<file path="src/rtl/hoeraa_err_monitor.sv">
`default_nettype none
// ============================================================================
// Module   : hoeraa_err_monitor
// Purpose  : Error characterisation for an approximate adder: per-sample error
//            distance, accumulated over a programmable-length run.
// Revision : 1.0  initial release
// ============================================================================
module hoeraa_err_monitor #(
    parameter int WIDTH = 12,
    parameter int CNT_W = 16,
    parameter int ACC_W = 32
) (
    input  logic             clk,
    input  logic             rst,
    input  logic             start,
    input  logic [CNT_W-1:0] num_samples,
    input  logic             in_valid,
    output logic             in_ready,
    input  logic [WIDTH-1:0] in_a,
    input  logic [WIDTH-1:0] in_b,
    input  logic [WIDTH:0]   in_sum,
    output logic             busy,
    output logic             done,
    output logic [CNT_W-1:0] samples_seen,
    output logic [CNT_W-1:0] err_count,
    output logic [ACC_W-1:0] sum_ed,
    output logic [WIDTH:0]   max_ed
);

    typedef enum logic [1:0] {
        S_IDLE  = 2'd0,
        S_RUN   = 2'd1,
        S_DRAIN = 2'd2,
        S_DONE  = 2'd3
    } state_t;

    // Saturation compare width must hold both the accumulator and one ED term.
    localparam int SW = ((ACC_W > WIDTH + 1) ? ACC_W : WIDTH + 1) + 1;
    localparam logic [SW-1:0] C_SAT = {{(SW - ACC_W){1'b0}}, {ACC_W{1'b1}}};

    state_t           state_q, state_d;
    logic [CNT_W-1:0] num_q, num_d;
    logic [CNT_W-1:0] seen_q, seen_d;
    logic [CNT_W-1:0] err_q, err_d;
    logic [ACC_W-1:0] sum_q, sum_d;
    logic [WIDTH:0]   max_q, max_d;

    logic             s1_v_q;
    logic [WIDTH-1:0] s1_a_q, s1_b_q;
    logic [WIDTH:0]   s1_s_q;
    logic             s2_v_q;
    logic [WIDTH:0]   s2_ed_q;

    logic             w_xfer;
    logic             w_start_ok;
    logic [WIDTH:0]   w_exact;
    logic [WIDTH:0]   w_ed;
    logic [SW-1:0]    w_sum_ext;

    assign in_ready   = (state_q == S_RUN) && (seen_q < num_q);
    assign w_xfer     = in_valid && in_ready;
    assign w_start_ok = start && ((state_q == S_IDLE) || (state_q == S_DONE));

    // S2 arithmetic, operating on the S1 registers.
    assign w_exact   = {1'b0, s1_a_q} + {1'b0, s1_b_q};
    assign w_ed      = (w_exact >= s1_s_q) ? (w_exact - s1_s_q) : (s1_s_q - w_exact);
    assign w_sum_ext = SW'(sum_q) + SW'(s2_ed_q);

    always_comb begin
        state_d = state_q;
        num_d   = num_q;
        seen_d  = seen_q;
        err_d   = err_q;
        sum_d   = sum_q;
        max_d   = max_q;

        if (s2_v_q) begin
            if (s2_ed_q != '0) begin
                err_d = err_q + CNT_W'(1);
            end
            sum_d = (w_sum_ext > C_SAT) ? {ACC_W{1'b1}} : w_sum_ext[ACC_W-1:0];
            if (s2_ed_q > max_q) begin
                max_d = s2_ed_q;
            end
        end

        case (state_q)
            S_IDLE, S_DONE: begin
                if (w_start_ok) begin
                    num_d   = num_samples;
                    seen_d  = '0;
                    err_d   = '0;
                    sum_d   = '0;
                    max_d   = '0;
                    state_d = (num_samples == '0) ? S_DONE : S_RUN;
                end
            end
            S_RUN: begin
                if (w_xfer) begin
                    seen_d = seen_q + CNT_W'(1);
                    if ((seen_q + CNT_W'(1)) == num_q) begin
                        state_d = S_DRAIN;
                    end
                end
            end
            S_DRAIN: begin
                // S1 empty means the last S2 update lands on this same edge.
                if (!s1_v_q) begin
                    state_d = S_DONE;
                end
            end
            default: state_d = S_IDLE;
        endcase
    end

    always_ff @(posedge clk) begin
        if (rst) begin
            state_q <= S_IDLE;
            num_q   <= '0;
            seen_q  <= '0;
            err_q   <= '0;
            sum_q   <= '0;
            max_q   <= '0;
            s1_v_q  <= 1'b0;
            s1_a_q  <= '0;
            s1_b_q  <= '0;
            s1_s_q  <= '0;
            s2_v_q  <= 1'b0;
            s2_ed_q <= '0;
        end else begin
            state_q <= state_d;
            num_q   <= num_d;
            seen_q  <= seen_d;
            err_q   <= err_d;
            sum_q   <= sum_d;
            max_q   <= max_d;
            s1_v_q  <= w_xfer;
            if (w_xfer) begin
                s1_a_q <= in_a;
                s1_b_q <= in_b;
                s1_s_q <= in_sum;
            end
            s2_v_q  <= s1_v_q;
            s2_ed_q <= w_ed;
        end
    end

    assign busy         = (state_q == S_RUN) || (state_q == S_DRAIN);
    assign done         = (state_q == S_DONE);
    assign samples_seen = seen_q;
    assign err_count    = err_q;
    assign sum_ed       = sum_q;
    assign max_ed       = max_q;

endmodule
`default_nettype wire
</file>
<file path="config.mk">
export PLATFORM = sky130hd
export DESIGN_NAME = hoeraa_err_monitor
export DESIGN_NICKNAME = d
export VERILOG_FILES = /design/src/rtl/hoeraa_err_monitor.sv
export SDC_FILE = /design/constraint.sdc
export NUM_CORES = 1
export LEC_CHECK = 0
export ABC_AREA = 1
export ABC_CLOCK_PERIOD_IN_PS = 6420
export CORE_UTILIZATION = 60
export DETAILED_ROUTE_END_ITERATION = 16
export PLACE_DENSITY = 0.95
export SLEW_MARGIN = 0
export SYNTH_ARGS = -nofsm -noshare
export SYNTH_HDL_FRONTEND = slang
export SYNTH_SLANG_ARGS = --single-unit
</file>
<file path="constraint.sdc">
create_clock -name clk -period 6.42 [get_ports clk]
set_input_delay 1.284 -clock clk [delete_from_list [all_inputs] [get_ports clk]]
set_output_delay 1.284 -clock clk [all_outputs]
set_load 0.05 [all_outputs]
</file>
==> results.json <==
{
  "status": "finished clean",
  "ir_worst_vdd_v": 0.000481,
  "drv_cap": 0,
  "crit_top_cell": "nand2_1",
  "cts_resized": 0,
  "max_stage_delay_ns": 0.85,
  "htreeDepth": 4,
  "die_width_um": 129,
  "die_h_um": 129,
  "place.gp.congestion": 0.956,
  "synth-edff-count": 0,
  "intPower_mw": 2.78,
  "ys.flop_type": "dfxtp_1",
  "setup_viol": 0,
  "place_hpwl_um": 18600,
  "first_global_vias": 9421,
  "synthTopCellsByArea": "dfxtp_1 30%, ha_1 11%, nand2_1 9.8%",
  "max-slew-margin-rel_pct": 16.9,
  "synth_cells": 1391,
  "postCtsSetupBuffers": 0,
  "fmax_mhz": 226,
  "dieArea_um2": 16600,
  "hold_path.class": "flop to flop",
  "initial_core_util_pct": 61.1,
  "crit_path_cell_trace": "ha_1, a21oi_1, o21a_1, nand2_1, nand2_1, nand2_1, nor2_1, buf_4, clkdlybuf4s50_1",
  "cts_sinks": 147,
  "vias": 10100,
  "reg2reg_setup_slack_ns": 2.24,
  "cts_root_buf": "clkbuf_16",
  "firstDrtPassIters": 6,
  "drv_slew": 0,
  "p_sw_share_pct": 47.1,
  "drtIter0Drc": 849,
  "synth_area_per_cell_um2": 6.95,
  "ctsHoldBuffers": 0,
  "syn_area_um2": 9660,
  "nets": 1643,
  "cpMaxStageDelayCell": "clkdlybuf4s50_1",
  "crit_arrival_ns": 3.14,
  "fin_setup_tns_ns": 0,
  "async_flop_share_pct": 0,
  "dpl-instance-area_um2": 11100,
  "fin_area_um2": 11700,
  "cp-start-kind": "flop",
  "antenna_found_initial": 0,
  "combPwrFrac_pct": 55.5,
  "mostFrequentLayoutCells": "252 x nand2_1, 177 x a21oi_1, 166 x inv_1",
  "wl_per_cell_um": 15.0,
  "drtAntennaViolNets": 0,
  "io_buffers": 136,
  "cp_top_family": "buffers and inverters",
  "p_switching_mw": 2.48,
  "rsz0062_at_grt": "no",
  "wl_um": 25900,
  "viasPerCell": 5.83,
  "ys_seq_area_share_pct": 30.5,
  "synthToLayoutAreaGrowth_pct": 21.2,
  "critPathBufInv": 2,
  "syn-num-nets": 1537,
  "total_leakage_power_nw": 4.79,
  "end_kind": "primary output",
  "hold_viol": 0,
  "grt_pass1_wl_um": 42600,
  "skew_ns": 0.0105,
  "power_frac_clock_pct": 19.8,
  "cts_buffers": 17,
  "max_slew.worst_pin.slew_ns": 1.25,
  "power.density_nw_per_um2": 449,
  "clk_latency_ns": 0.44,
  "n_antenna_cell": 0,
  "grt_overflow": 0,
  "row_count": 46,
  "clk_transition_reported_paths_ns": 0.06,
  "layout-drive-gt1-share_pct": 4.17,
  "path_max_fanout": 25,
  "critical_path_class": "flop to primary output",
  "cts_tree": "yes",
  "track_usage_pct": 31.9,
  "core-area_um2": 15800,
  "cp_data_required_time_ns": 5.14,
  "route.detailed.drc": 0,
  "ys_types": 49,
  "grt_max_degree": 61,
  "final_core_utilization_pct": 74.0,
  "yosysWarnings": 0,
  "synth_top_area_share_pct": 30.5,
  "ys_seq_elements": 147,
  "yosysTopAreaCell": "dfxtp_1",
  "final_common_cell": "nand2_1",
  "timing.final.crit_period_ns": 4.43,
  "fin_crit_sh_pct": 69.0,
  "num_io_pins": 137,
  "clock_path_buffers": 2,
  "pwr-share-seq_pct": 24.7
}
[registers in the layout (all words and copies together), names as in the netlist]
name / flops
s1_s_q: 13
s1_v_q: 1
max_ed: 13
sum_ed: 32
num_q: 16
err_count: 16
samples_seen: 16
s1_a_q: 12
s2_ed_q: 13
state_q: 2
s1_b_q: 12
s2_v_q: 1
[through the flow]
| step | hold WS (ns) | power (mW) | instances | setup slack [ns] |
|---|---|---|---|---|
| floorplan | 0.403 | 3.53 | 1391 | 3.02 |
| global placement | 0.443 | 4.05 | 1694 | 2.40 |
| detailed placement | 0.447 | 4.15 | 1694 | 2.26 |
| CTS | 0.455 | 5.22 | 1725 | 2.05 |
| global route | 0.479 | 5.63 | 1725 | 1.89 |
| finish | 0.449 | 5.25 | 1725 | 1.99 |
[final cells by class]
class	instances	area (um^2)
Sequential cell	147	2940
Clock buffer	22	484
Inverter	169	634
Fill cell	1170	4120
Timing Repair Buffer	140	1390
Multi-Input combinational cell	1022	5860
Clock inverter	9	128
Tap cell	216	270
[cell usage after synthesis, types with 2 or more instances]
library cell and count:
nor2_2 2, a21oi_1 177, buf_4 2, clkbuf_2 5
inv_2 3, buf_2 10, xnor2_1 14, a211oi_1 2
nand2_1 252, nand3_2 2, nand3_1 99, a21oi_2 2
nor2_1 95, nand2_2 8, inv_1 166, o21ai_0 113
fa_1 4, dfxtp_1 147, nand4_1 17, a221oi_1 3
a21o_1 9, o21ai_1 10, nor3b_1 2, nor4_2 2
nor3_1 27, o211ai_1 5, buf_1 3, o21bai_1 3
a31oi_1 15, clkbuf_1 32, nor4_1 11, nor2_4 3
a41oi_1 3, xor2_1 44, ha_1 85
[path summary, 6_finish.rpt]
kind	startpoint	endpoint	depth (start not counted)
worst min register to register	s1_v_q	s2_v_q	2
worst max register to register	s1_a_q[0]	s2_ed_q[11]	18
worst max-delay path	samples_seen[7]	in_ready	9
worst min-delay path	s1_v_q	s2_v_q	2
[power groups by stage]
| stage | registers (mW) | logic (mW) | clock network, mW |
|---|---|---|---|
| finish | 1.30 | 2.91 | 1.04 |
| global route | 1.32 | 3.23 | 1.08 |
| CTS | 1.29 | 2.89 | 1.04 |
| detailed placement | 1.31 | 2.84 | 0 |
| global placement | 1.30 | 2.75 | 0 |
| floorplan | 1.43 | 2.10 | 0 |
[tightest hold or removal path, stage by stage (launching register included)]
cell     delay [ns]
dfxtp_1        0.33
inv_1          0.05
nor2_1         0.03
[cells by family after synthesis]
group	count (synthesis)	share of synthesized area [%]
compound gates	348	19.3
xor+xnor	59	5.50
fa+ha+maj	89	11.8
buf+inv	222	8.97
flops	147	30.5
simple gates	526	24.0
[routing by layer]
metal  part of all wire (%)  wire length [um]  global-route usage, %
met5                      0                 0                      0
met4                    4.1              1060                   16.7
met3                    7.5              1940                   5.86
met2                     49             12600                   56.0
met1                     40             10300                   36.9
(Power assumes the default switching activity.)
